--- src/rtl/hub75_pkg.sv ---
// Shared types and default geometry for the HUB75 panel-side receiver.
package hub75_pkg;

   localparam int unsigned HUB75_WIDTH   = 64;
   localparam int unsigned HUB75_XBITS   = 6;
   localparam int unsigned HUB75_ROWBITS = 5;

   typedef logic [2:0] rgb_t;  // {B,G,R}

   typedef struct packed {
      rgb_t rgb1;
      rgb_t rgb0;
   } pix_pair_t;

   typedef enum logic {
      ST_IDLE  = 1'b0,
      ST_DRAIN = 1'b1
   } state_t;

endpackage

--- src/rtl/hub75_sync_edge.sv ---
// 2-FF synchronizer with a third stage for rising-edge detection.
module hub75_sync_edge
   import hub75_pkg::*;
#(
   parameter int unsigned W = 1
) (
   input  logic         clk,
   input  logic         rst_n,
   input  logic [W-1:0] i_d,
   output logic [W-1:0] o_q,
   output logic [W-1:0] o_rise_c
);

   logic [W-1:0] r_s1;
   logic [W-1:0] r_s2;
   logic [W-1:0] r_s3;

   always_ff @(posedge clk or negedge rst_n) begin
      if (!rst_n) begin
         r_s1 <= '0;
         r_s2 <= '0;
         r_s3 <= '0;
      end else begin
         r_s1 <= i_d;
         r_s2 <= r_s1;
         r_s3 <= r_s2;
      end
   end

   assign o_q      = r_s2;
   assign o_rise_c = r_s2 & ~r_s3;

endmodule

--- src/rtl/hub75_rx.sv ---
// HUB75 panel emulator: models the column shift register and streams each latched line as pixel writes.
module hub75_rx
   import hub75_pkg::*;
#(
   parameter int unsigned WIDTH   = HUB75_WIDTH,
   parameter int unsigned XBITS   = HUB75_XBITS,
   parameter int unsigned ROWBITS = HUB75_ROWBITS
) (
   input  logic               clk,
   input  logic               rst_n,
   input  logic               sclk,
   input  logic               latch,
   input  logic               blank,
   input  logic [ROWBITS-1:0] addry,
   input  logic [2:0]         rgb0,
   input  logic [2:0]         rgb1,
   output logic               out_valid,
   input  logic               out_ready,
   output logic [XBITS-1:0]   out_x,
   output logic [ROWBITS-1:0] out_y,
   output logic [2:0]         out_rgb0,
   output logic [2:0]         out_rgb1,
   output logic               busy,
   output logic               blank_s,
   output logic               frame_start,
   output logic               overrun,
   output logic               short_line
);

   localparam int unsigned CBITS = $clog2(WIDTH + 1);
   localparam int unsigned DW    = 1 + ROWBITS + 6;

   logic               w_sclk_rise;
   logic               w_latch_rise;
   logic               w_sclk_q_unused;
   logic               w_latch_q_unused;
   logic [DW-1:0]      w_data_q;
   logic [DW-1:0]      w_data_rise_unused;
   logic               w_blank;
   logic [ROWBITS-1:0] w_addry;
   pix_pair_t          w_pair;

   hub75_sync_edge #(.W(1)) u_sync_sclk (
      .clk      (clk),
      .rst_n    (rst_n),
      .i_d      (sclk),
      .o_q      (w_sclk_q_unused),
      .o_rise_c (w_sclk_rise)
   );

   hub75_sync_edge #(.W(1)) u_sync_latch (
      .clk      (clk),
      .rst_n    (rst_n),
      .i_d      (latch),
      .o_q      (w_latch_q_unused),
      .o_rise_c (w_latch_rise)
   );

   // Data shares the strobe's latency, so w_data_q is aligned with the detected edges.
   hub75_sync_edge #(.W(DW)) u_sync_data (
      .clk      (clk),
      .rst_n    (rst_n),
      .i_d      ({blank, addry, rgb1, rgb0}),
      .o_q      (w_data_q),
      .o_rise_c (w_data_rise_unused)
   );

   assign w_blank = w_data_q[DW-1];
   assign w_addry = w_data_q[6 +: ROWBITS];
   assign w_pair  = pix_pair_t'(w_data_q[5:0]);

   pix_pair_t [WIDTH-1:0] r_sr;
   pix_pair_t [WIDTH-1:0] w_sr_next;
   pix_pair_t [WIDTH-1:0] r_line;
   logic [CBITS-1:0]      r_cnt;
   logic [CBITS-1:0]      w_cnt_inc;

   // Shift is applied before any same-cycle latch, which then sees the post-shift content.
   always_comb begin
      w_sr_next = r_sr;
      w_cnt_inc = r_cnt;
      if (w_sclk_rise) begin
         w_sr_next = {r_sr[WIDTH-2:0], w_pair};
         if (r_cnt != CBITS'(WIDTH)) begin
            w_cnt_inc = r_cnt + CBITS'(1);
         end
      end
   end

   always_ff @(posedge clk or negedge rst_n) begin
      if (!rst_n) begin
         r_sr  <= '0;
         r_cnt <= '0;
      end else begin
         r_sr  <= w_sr_next;
         r_cnt <= w_latch_rise ? '0 : w_cnt_inc;
      end
   end

   state_t             r_state;
   state_t             w_state_next;
   logic               w_capture;
   logic               w_drop;
   logic               w_advance;
   logic               r_valid;
   logic               r_busy;
   logic [XBITS-1:0]   r_x;
   logic [ROWBITS-1:0] r_y;
   pix_pair_t          r_pix;
   logic               r_fs;
   logic               r_ovr;
   logic               r_short;

   always_ff @(posedge clk or negedge rst_n) begin
      if (!rst_n) begin
         r_state <= ST_IDLE;
      end else begin
         r_state <= w_state_next;
      end
   end

   always_comb begin
      w_state_next = r_state;
      w_capture    = 1'b0;
      w_drop       = 1'b0;
      w_advance    = 1'b0;
      case (r_state)
         ST_IDLE: begin
            if (w_latch_rise) begin
               w_capture    = 1'b1;
               w_state_next = ST_DRAIN;
            end
         end
         ST_DRAIN: begin
            w_drop = w_latch_rise;
            if (out_ready) begin
               if (r_x == XBITS'(WIDTH - 1)) begin
                  w_state_next = ST_IDLE;
               end else begin
                  w_advance = 1'b1;
               end
            end
         end
         default: w_state_next = ST_IDLE;
      endcase
   end

   // Line buffer shifts toward the top so r_line[WIDTH-1] is always the next pixel out.
   always_ff @(posedge clk or negedge rst_n) begin
      if (!rst_n) begin
         r_line  <= '0;
         r_valid <= 1'b0;
         r_busy  <= 1'b0;
         r_x     <= '0;
         r_y     <= '0;
         r_pix   <= '0;
         r_fs    <= 1'b0;
         r_ovr   <= 1'b0;
         r_short <= 1'b0;
      end else begin
         r_valid <= (w_state_next == ST_DRAIN);
         r_busy  <= (w_state_next == ST_DRAIN);
         r_fs    <= 1'b0;
         r_ovr   <= w_drop;
         r_short <= 1'b0;
         if (w_capture) begin
            r_line  <= {w_sr_next[WIDTH-2:0], 6'd0};
            r_pix   <= w_sr_next[WIDTH-1];
            r_x     <= '0;
            r_y     <= w_addry;
            r_short <= (w_cnt_inc < CBITS'(WIDTH));
            r_fs    <= (w_addry == '0);
         end else if (w_advance) begin
            r_line <= {r_line[WIDTH-2:0], 6'd0};
            r_pix  <= r_line[WIDTH-1];
            r_x    <= r_x + XBITS'(1);
         end
      end
   end

   assign out_valid   = r_valid;
   assign busy        = r_busy;
   assign out_x       = r_x;
   assign out_y       = r_y;
   assign out_rgb0    = r_pix.rgb0;
   assign out_rgb1    = r_pix.rgb1;
   assign blank_s     = w_blank;
   assign frame_start = r_fs;
   assign overrun     = r_ovr;
   assign short_line  = r_short;

endmodule

--- config.mk ---
export PLATFORM = sky130hd
export DESIGN_NAME = hub75_rx
export DESIGN_NICKNAME = d
export VERILOG_FILES = /design/src/rtl/hub75_pkg.sv /design/src/rtl/hub75_sync_edge.sv /design/src/rtl/hub75_rx.sv
export SDC_FILE = /design/constraint.sdc
export NUM_CORES = 1
export LEC_CHECK = 0
export ABC_CLOCK_PERIOD_IN_PS = 2440
export CAP_MARGIN = 20
export CELL_PAD_IN_SITES_DETAIL_PLACEMENT = 1
export CELL_PAD_IN_SITES_GLOBAL_PLACEMENT = 2
export CORE_MARGIN = 2
export CORE_UTILIZATION = 42
export DETAILED_ROUTE_END_ITERATION = 7
export PLACE_DENSITY_LB_ADDON = 0.1
export SLEW_MARGIN = 40
export SYNTH_ARGS = -nofsm -noshare
export SYNTH_HDL_FRONTEND = slang
export SYNTH_SLANG_ARGS = --single-unit
--- constraint.sdc ---
create_clock -name clk -period 2.44 [get_ports clk]
set_clock_uncertainty 0.1 [all_clocks]
set_input_delay 0.244 -clock clk [delete_from_list [all_inputs] [get_ports clk]]
set_output_delay 0.244 -clock clk [all_outputs]
set_load 0.005 [all_outputs]
# Word-level counts from Yosys, hierarchy flattened
# Cells that the tools add are included.
[classes]
n_addsub = 2
n_lt_le_gt_ge = 1
n_eq_ne = 2
mux = 20
n_bitwise = 5
reduce_logical = 2
[op_table]
columns = ["op", "count"]
rows = [
  ["$mux 384", 3],
  ["$mux 6", 4],
  ["$mux 7", 3],
  ["$mux 1", 9],
  ["$add 7x1->7 const B", 1],
  ["$lt 7x7->1 const B", 1],
  ["$ne 7x7->1 const B", 1],
  ["$add 6x1->6 const B", 1],
  ["$eq 6x6->1 const B", 1],
  ["$logic_not 5->1", 1],
  ["$not 1->1", 3],
  ["$and 1x1->1", 2],
  ["$pmux 1 s2", 1],
  ["$reduce_bool 2->1", 1],
]
[totals]
reg_bits = 826
inputBits = 17
out_inout_bits = 23
word_cells = 305

# Depth between registers and ports, before layout
# Gate-level depths: netlist of run 1.
[depth]
ltp_word = 6
ltp_mapped = 8
ltp_nobuf = 6

# Modules after synthesis
# Synthesis of run 1 repeated with hierarchy kept, for this count alone.
[hier_totals]
hier_cells = 2314
area_unflattened_um2 = 33350.7
[modules_own_cells]
columns = ["mod", "instances", "cells_each", "area_per_inst_um2"]
rows = [
  ["hub75_rx", 1, 2258, 32107.0],
  ["hub75_sync_edge (u_sync_data)", 1, 48, 1066.0],
  ["hub75_sync_edge (u_sync_latch ...)", 2, 4, 88.8],
]

# Worst setup path before layout of run 1
# OpenSTA, ideal clock, no wires.
[synth_timing]
path_kind = "register -> register"
start = "register r_x[0] (netlist: out_x[0])"
end = "register r_x[3] (netlist: out_x[3])"
setup_time_ns = 0.128
arrival_ns = 1.582
required_time_ns = 2.212
slack_ns = 0.630
stages_incl_launch_ff = 8
path_buffers = 2
synth_period_minus_slack_ns = 1.810
path_cell_list = "dfrtp_1 ha_1 and3_1 a31oi_2 buf_6 buf_4 nand4_1 mux2i_1"
[synth_via]
elab_chain_len = 5
[synth_rtl]
columns = ["item", "line_no", "source"]
rows = [
  ["from (decl)", "hub75_rx.sv:107", "logic [XBITS-1:0] r_x;"],
  ["from (signal assigned)", "hub75_rx.sv:176", "r_x <= r_x + XBITS'(1);"],
  ["parallel branches: the longest is 5 deep, another holds $add 6x1->6", "-", ""],
]
# Parallel ways; which one is timed is not known. The select of a mux whose other input is x is not followed.
# A chain may end at the register's enable or synchronous reset.

# Worst setup path in the final report of run 1
[layout_timing]
start = "register r_x[5] (netlist: out_x[5])"
end = "output out_x[5]"
[layout_lines]
columns = ["item", "line_no", "source"]
rows = [
  ["to (decl)", "hub75_rx.sv:19", "output logic [XBITS-1:0] out_x,"],
]
# No word-level cell between the ends.

==> impl_metrics.tcl, run 1 <==
set metrics [dict create \
    status "finished, final reports clean" \
    syn_area_um2 35800 \
    p_leak_uw 0.0197 \
    cts_tree "built" \
    routedWlPerCell_um 19.4 \
    first_iter_violations 884 \
    period_needed_ps 2210 \
    final.setup.tns_ps 0 \
    dieHeight_um 296 \
    worst-path-buf-inv 1 \
    async_flop_share 1.00 \
    ioPinCount 40 \
    p_total_uw 37700 \
    post_cts_buffers 0 \
    numCtsBuffers 93 \
    cts_sinks 820 \
    grt_pass1_vias 24100 \
    synth_flop_cell "dfrtp_1" \
    num_vias 20900 \
    power_density_nw_per_um2 917 \
    r2r_cells 7 \
    viasPerCell 5.35 \
    layout_commonest_cell "dfrtp_1" \
    die-area_um2 87600 \
    row_count 107 \
    antenna_found_initial 0 \
    max_cap_violations 0 \
    synth_nets 2678 \
    die_x_um 296 \
    cts_resized 0 \
    fmax_mhz 453 \
    setup_violations 0 \
    core_um2 84900 \
    period_share 0.905 \
    synth_area_per_cell_um2 13.5 \
    rsz0062_at_grt "no" \
    yosysWarnings 0 \
    cts.htree.levels 3 \
    dp.final_hpwl_mm 44.5 \
    critPathKind "reg2out" \
    design_area_um2 41100 \
    slew_headroom 0.647 \
    hold_viol 0 \
    crit_slowest_cell "clkdlybuf4s50_1" \
    initial_core_util 0.422 \
    final_layout_size_suffix_gt1_frac 0.349 \
    worst_ep_arrival_time_ps 1870 \
    path_cells "clkdlybuf4s50_1" \
    yosysUniqueCellTypes 33 \
    cp-end-kind "output port" \
    diodes 0 \
    most-common-layout-cells "dfrtp_1, nand2_1, nand3_1, mux2_4, a22oi_2" \
    dr.pass1.iters 4 \
    grt_pass1_wl_mm 129 \
    hold_path.class "in2async" \
    cp_top_family "buffers and inverters" \
    placed_area_um2 37800 \
    critPathMaxFanout 6 \
    grt.total_usage 0.179 \
    io_buffer_count 39 \
    startpoint_type "register" \
    gp_congestion 0.713 \
    clk_pin_slew_ps 60 \
    clk-insertion-delay-late_ps 650 \
    synth-edff-count 0 \
    cts_buffer_depth 3 \
    yosysSeqAreaShare 0.573 \
    ir_drop_mv 0.501 \
    critical_path.max_stage_delay_ps 740 \
    drc 0 \
    gr-total-overflow 0 \
    path_depth 1 \
    wirelength_mm 75.7 \
    finalNetCount 2714 \
    netlist_instances 2658 \
    grt_max_degree 91 \
    root_buffer "clkbuf_16" \
    ys_seq_elements 820 \
    cts_hold_buf 16 \
    worstMarginPinSlew_ps 529 \
    drv_slew 0 \
    area_growth_syn_to_layout_pct 14.8 \
    cp_data_required_time_ps 2100 \
    antenna_left 0 \
]
## kinds of logic after synthesis
| family | after synthesis | share of synthesized area |
|---|---|---|
| compound gates | 389 | 0.126 |
| xor+xnor | 4 | 0.000978 |
| fa+ha+maj | 3 | 0.00105 |
| buf+inv | 221 | 0.0414 |
| flops | 820 | 0.573 |
| mux | 388 | 0.155 |
| simple gates | 833 | 0.102 |
## synth_stat cells (all sizes together), types with 2 or more instances
master / instances / area, um2
clkbuf: 15 / 56.3
nand4: 2 / 12.5
buf: 203 / 1420
nand2: 420 / 1580
mux2: 384 / 5530
mux2i: 4 / 40.0
nor3: 4 / 20.0
a21oi: 3 / 15.0
and2: 3 / 18.8
nor2b: 3 / 18.8
xnor2: 2 / 17.5
and3: 2 / 12.5
inv: 3 / 11.3
dfrtp: 820 / 20500
nor2: 6 / 22.5
o21ai: 5 / 28.8
xor2: 2 / 17.5
nand3: 388 / 1940
a22oi: 378 / 4440
or4: 2 / 15.0
ha: 3 / 37.5
## cell type report
| type | instances | area [um2] |
|---|---|---|
| tap | 1144 | 1430 |
| clock buffer | 126 | 2610 |
| inverter | 3 | 11.3 |
| fill | 8438 | 43800 |
| timing repair buffer | 159 | 2150 |
| clock inverter | 40 | 537 |
| multi-input combinational | 1617 | 13900 |
| sequential | 820 | 20500 |
## routing by layer
layer | up-vias | global-route usage | wire length, um
met3 | 104 | 0.0238 | 1790
met4 | 0 | 0.0499 | 1510
li1 | 9547 | - | -
met1 | 11100 | 0.233 | 34400
met2 | 157 | 0.313 | 38000
met5 | - | 0 | 0
## power breakdown
group          total (uW)  internal, uW  switching, uW
Clock               14300          8570           5720
Sequential          16800         15600           1260
Combinational        6550          2690           3860
## per-stage QoR
stage,worst slack (ps),std cells,hold slack [ps],utilization
6_report,231,3909,155,0.484
5_1_grt,124,3909,150,0.484
4_1_cts,187,3909,111,0.484
3_5_place_dp,262,3727,38.8,0.445
3_3_place_gp,302,3727,36.1,0.445
2_1_floorplan,630,2658,-152,-
## worst reg2reg max path, stage by stage (launching register included)
cell	delay (ps)
dfrtp_1	460
ha_1	250
and3_1	240
a31oi_4	290
buf_12	290
buf_12	290
a22oi_2	130
nand2_1	80
## flip-flops by register name, summed over array words and instances, names as in the netlist, 3 cells and up
signal / flops
u_sync_data.r_s1: 12
out_y: 5
r_cnt: 7
r_line: 378
out_x: 6
r_sr: 384
out_rgb1: 3
out_rgb0: 3
u_sync_data.o_q: 12
## worst paths after layout
kind                                startpoint                  to  slack (ps)
setup / recovery                      out_x[5]            out_x[5]         230
hold / removal                           rst_n         r_line[345]         150
setup reg to reg                      out_x[1]         r_line[245]         240
hold reg to reg            u_sync_data.r_s1[5]  u_sync_data.o_q[5]         250
max in group asynchronous                rst_n           r_sr[187]        1420
min in group clk                     out_ready                busy         160
Note: power is estimated with default switching activity, not from simulation.
==> run 2, diff against run 1 <==
- CELL_PAD_IN_SITES_GLOBAL_PLACEMENT: 2 -> 1
==> impl_metrics.tcl, run 2 (synthesis gave the netlist of run 1 again) <==
set metrics [dict create \
    status "finished, final reports clean" \
    rsz0062_at_grt "no" \
    dr.pass1.iters 4 \
    gr-total-overflow 0 \
    final.setup.tns_ps 0 \
    path_cells "ha_1 -> nand3_1 -> o21ai_4 -> buf_12 -> buf_12 -> nand3_1 -> nand2_1" \
    die-area_um2 87600 \
    die_x_um 296 \
    ioPinCount 40 \
    fmax_mhz 449 \
    wirelength_mm 76.7 \
    dp.final_hpwl_mm 45.3 \
    crit_slowest_cell "dfrtp_1" \
    most-common-layout-cells "dfrtp_1, nand2_1, nand3_1, mux2_4, a22oi_2" \
    cts_tree "built" \
    core_um2 84900 \
    p_clk_frac 0.377 \
    r2r_end "out_rgb1[1]" \
    cp_data_required_time_ps 2910 \
    startpoint "out_x[0]" \
    cts.htree.levels 3 \
    root_buffer "clkbuf_16" \
    worst_ep_arrival_time_ps 2690 \
    gp_congestion 0.719 \
    worst-path-buf-inv 2 \
    path_depth 7 \
    n_fill_cell 8508 \
    placedCellCount 3747 \
    diodes 0 \
    p_sw_frac 0.286 \
    r2r_setup_slack_ps 210 \
    critical_path.max_stage_delay_ps 440 \
    antenna_left 0 \
    setup_violations 0 \
    cts_buffer_depth 3 \
    final_layout_size_suffix_gt1_frac 0.349 \
    clk_pin_slew_ps 60 \
    regMostFlops "r_sr" \
    crit_end "out_rgb1[1]" \
    hold_viol 0 \
    area_growth_syn_to_layout_pct 15.0 \
    ir_drop_mv 0.520 \
    worstMarginPinSlew_ps 573 \
    routedWlPerCell_um 19.5 \
    cp_top_family "buffers and inverters" \
    r2r_cells 7 \
    pwr-share-comb 0.173 \
    antenna_found_initial 0 \
    top_regs "r_sr: 384 flops, r_line: 378 flops" \
    grt_pass1_vias 24200 \
    internal_power_uw 26800 \
    drc 0 \
    layout_commonest_cell "dfrtp_1" \
    critPathMaxFanout 46 \
    io_buffer_count 39 \
    regToRegStartpoint "out_x[0]" \
    largest_reg_flops 384 \
    drv_slew 0 \
    power_density_nw_per_um2 910 \
    viasPerCell 5.36 \
    clk-insertion-delay-late_ps 650 \
    critPathKind "reg2reg" \
    post_cts_buffers 0 \
    cp-end-kind "register" \
    cts_sinks 820 \
    slew_headroom 0.618 \
    first_iter_violations 983 \
    startpoint_type "register" \
    hold_path.class "in2async" \
    p_leak_uw 0.0198 \
    grt_max_degree 83 \
    initial_core_util 0.422 \
    dieHeight_um 296 \
    p_sw_uw 10700 \
    grt.total_usage 0.183 \
    num_vias 21100 \
    period_share 0.913 \
    finalNetCount 2730 \
    cts_resized 0 \
    stdcell_count 3927 \
    numCtsBuffers 90 \
    row_count 107 \
    grt_pass1_wl_mm 131 \
    period_needed_ps 2230 \
    pwr-share-seq 0.450 \
    max_cap_violations 0 \
]
==> run 2: cell types whose count changed in the layout (fill, tap and decap cells not counted), sizes merged <==
cell,previous run,this run
clkinvlp,2,0
buf,106,125
clkinv,25,13
inv,6,4
clkbuf,126,142
bufinv,10,9
==> run 2: power groups by stage <==
stage                     sequential [uW]  combinational [uW]  clock (uW)
final                               16900                6480       14100
after global routing                17200                7200       15100
after CTS                           16900                6650       14600
after detailed placement            17100                6580           0
after global placement              17000                6400           0
after floorplan                     16700                4510           0
==> run 2: what timing repair did <==
action | in CTS | in global routing
endpoints found under the setup margin | 0 | 0
endpoints found under the hold margin | 392 | 0
hold buffers | 15 | 0
==> run 2: final cells by class <==
type | count | area (um2) | share of cell area
sequential | 820 | 20500 | 0.498
multi-input combinational | 1617 | 13900 | 0.336
clock buffer | 142 | 2700 | 0.0656
timing repair buffer | 178 | 2280 | 0.0553
tap | 1144 | 1430 | 0.0348
clock inverter | 23 | 392 | 0.00951
inverter | 3 | 11.3 | 0.000273
==> run 2: per-layer routing <==
layer	track usage	share of wire	up-vias
met5	0	0	-
met4	0.0402	0.017	0
met3	0.0286	0.025	91
met2	0.303	0.48	148
met1	0.254	0.48	11200
li1	-	-	9604
==> run 2: worst register-to-register path, cell delays in order, from the launching register on <==
cell     delay, ps
dfrtp_1        440
ha_1           230
nand3_1        230
o21ai_4        300
buf_12         270
buf_12         290
nand3_1        190
nand2_1         90
==> run 2: per-stage QoR <==
stage	utilization	hold slack, ps	setup slack, ps	instance area [um2]	power (uW)
3_3_place_gp	0.447	104	280	37900	23400
4_1_cts	0.485	10.6	197	41200	38100
2_1_floorplan	-	-152	630	35800	21200
6_report	0.485	34.8	212	41200	37500
3_5_place_dp	0.447	107	254	37900	23700
5_1_grt	0.485	24.1	10.2	41200	39500
==> run 2: worst min-delay path by stage <==
| stage | startpoint | endpoint | depth (start not counted) |
|---|---|---|---|
| CTS | rst_n | r_sr[284] | 2 |
| floorplan | rst_n | busy | 0 |
| global placement | rst_n | r_sr[284] | 1 |
| finish | rst_n | r_line[290] | 2 |
| detailed placement | rst_n | r_sr[284] | 1 |
| global route | rst_n | r_sr[284] | 2 |
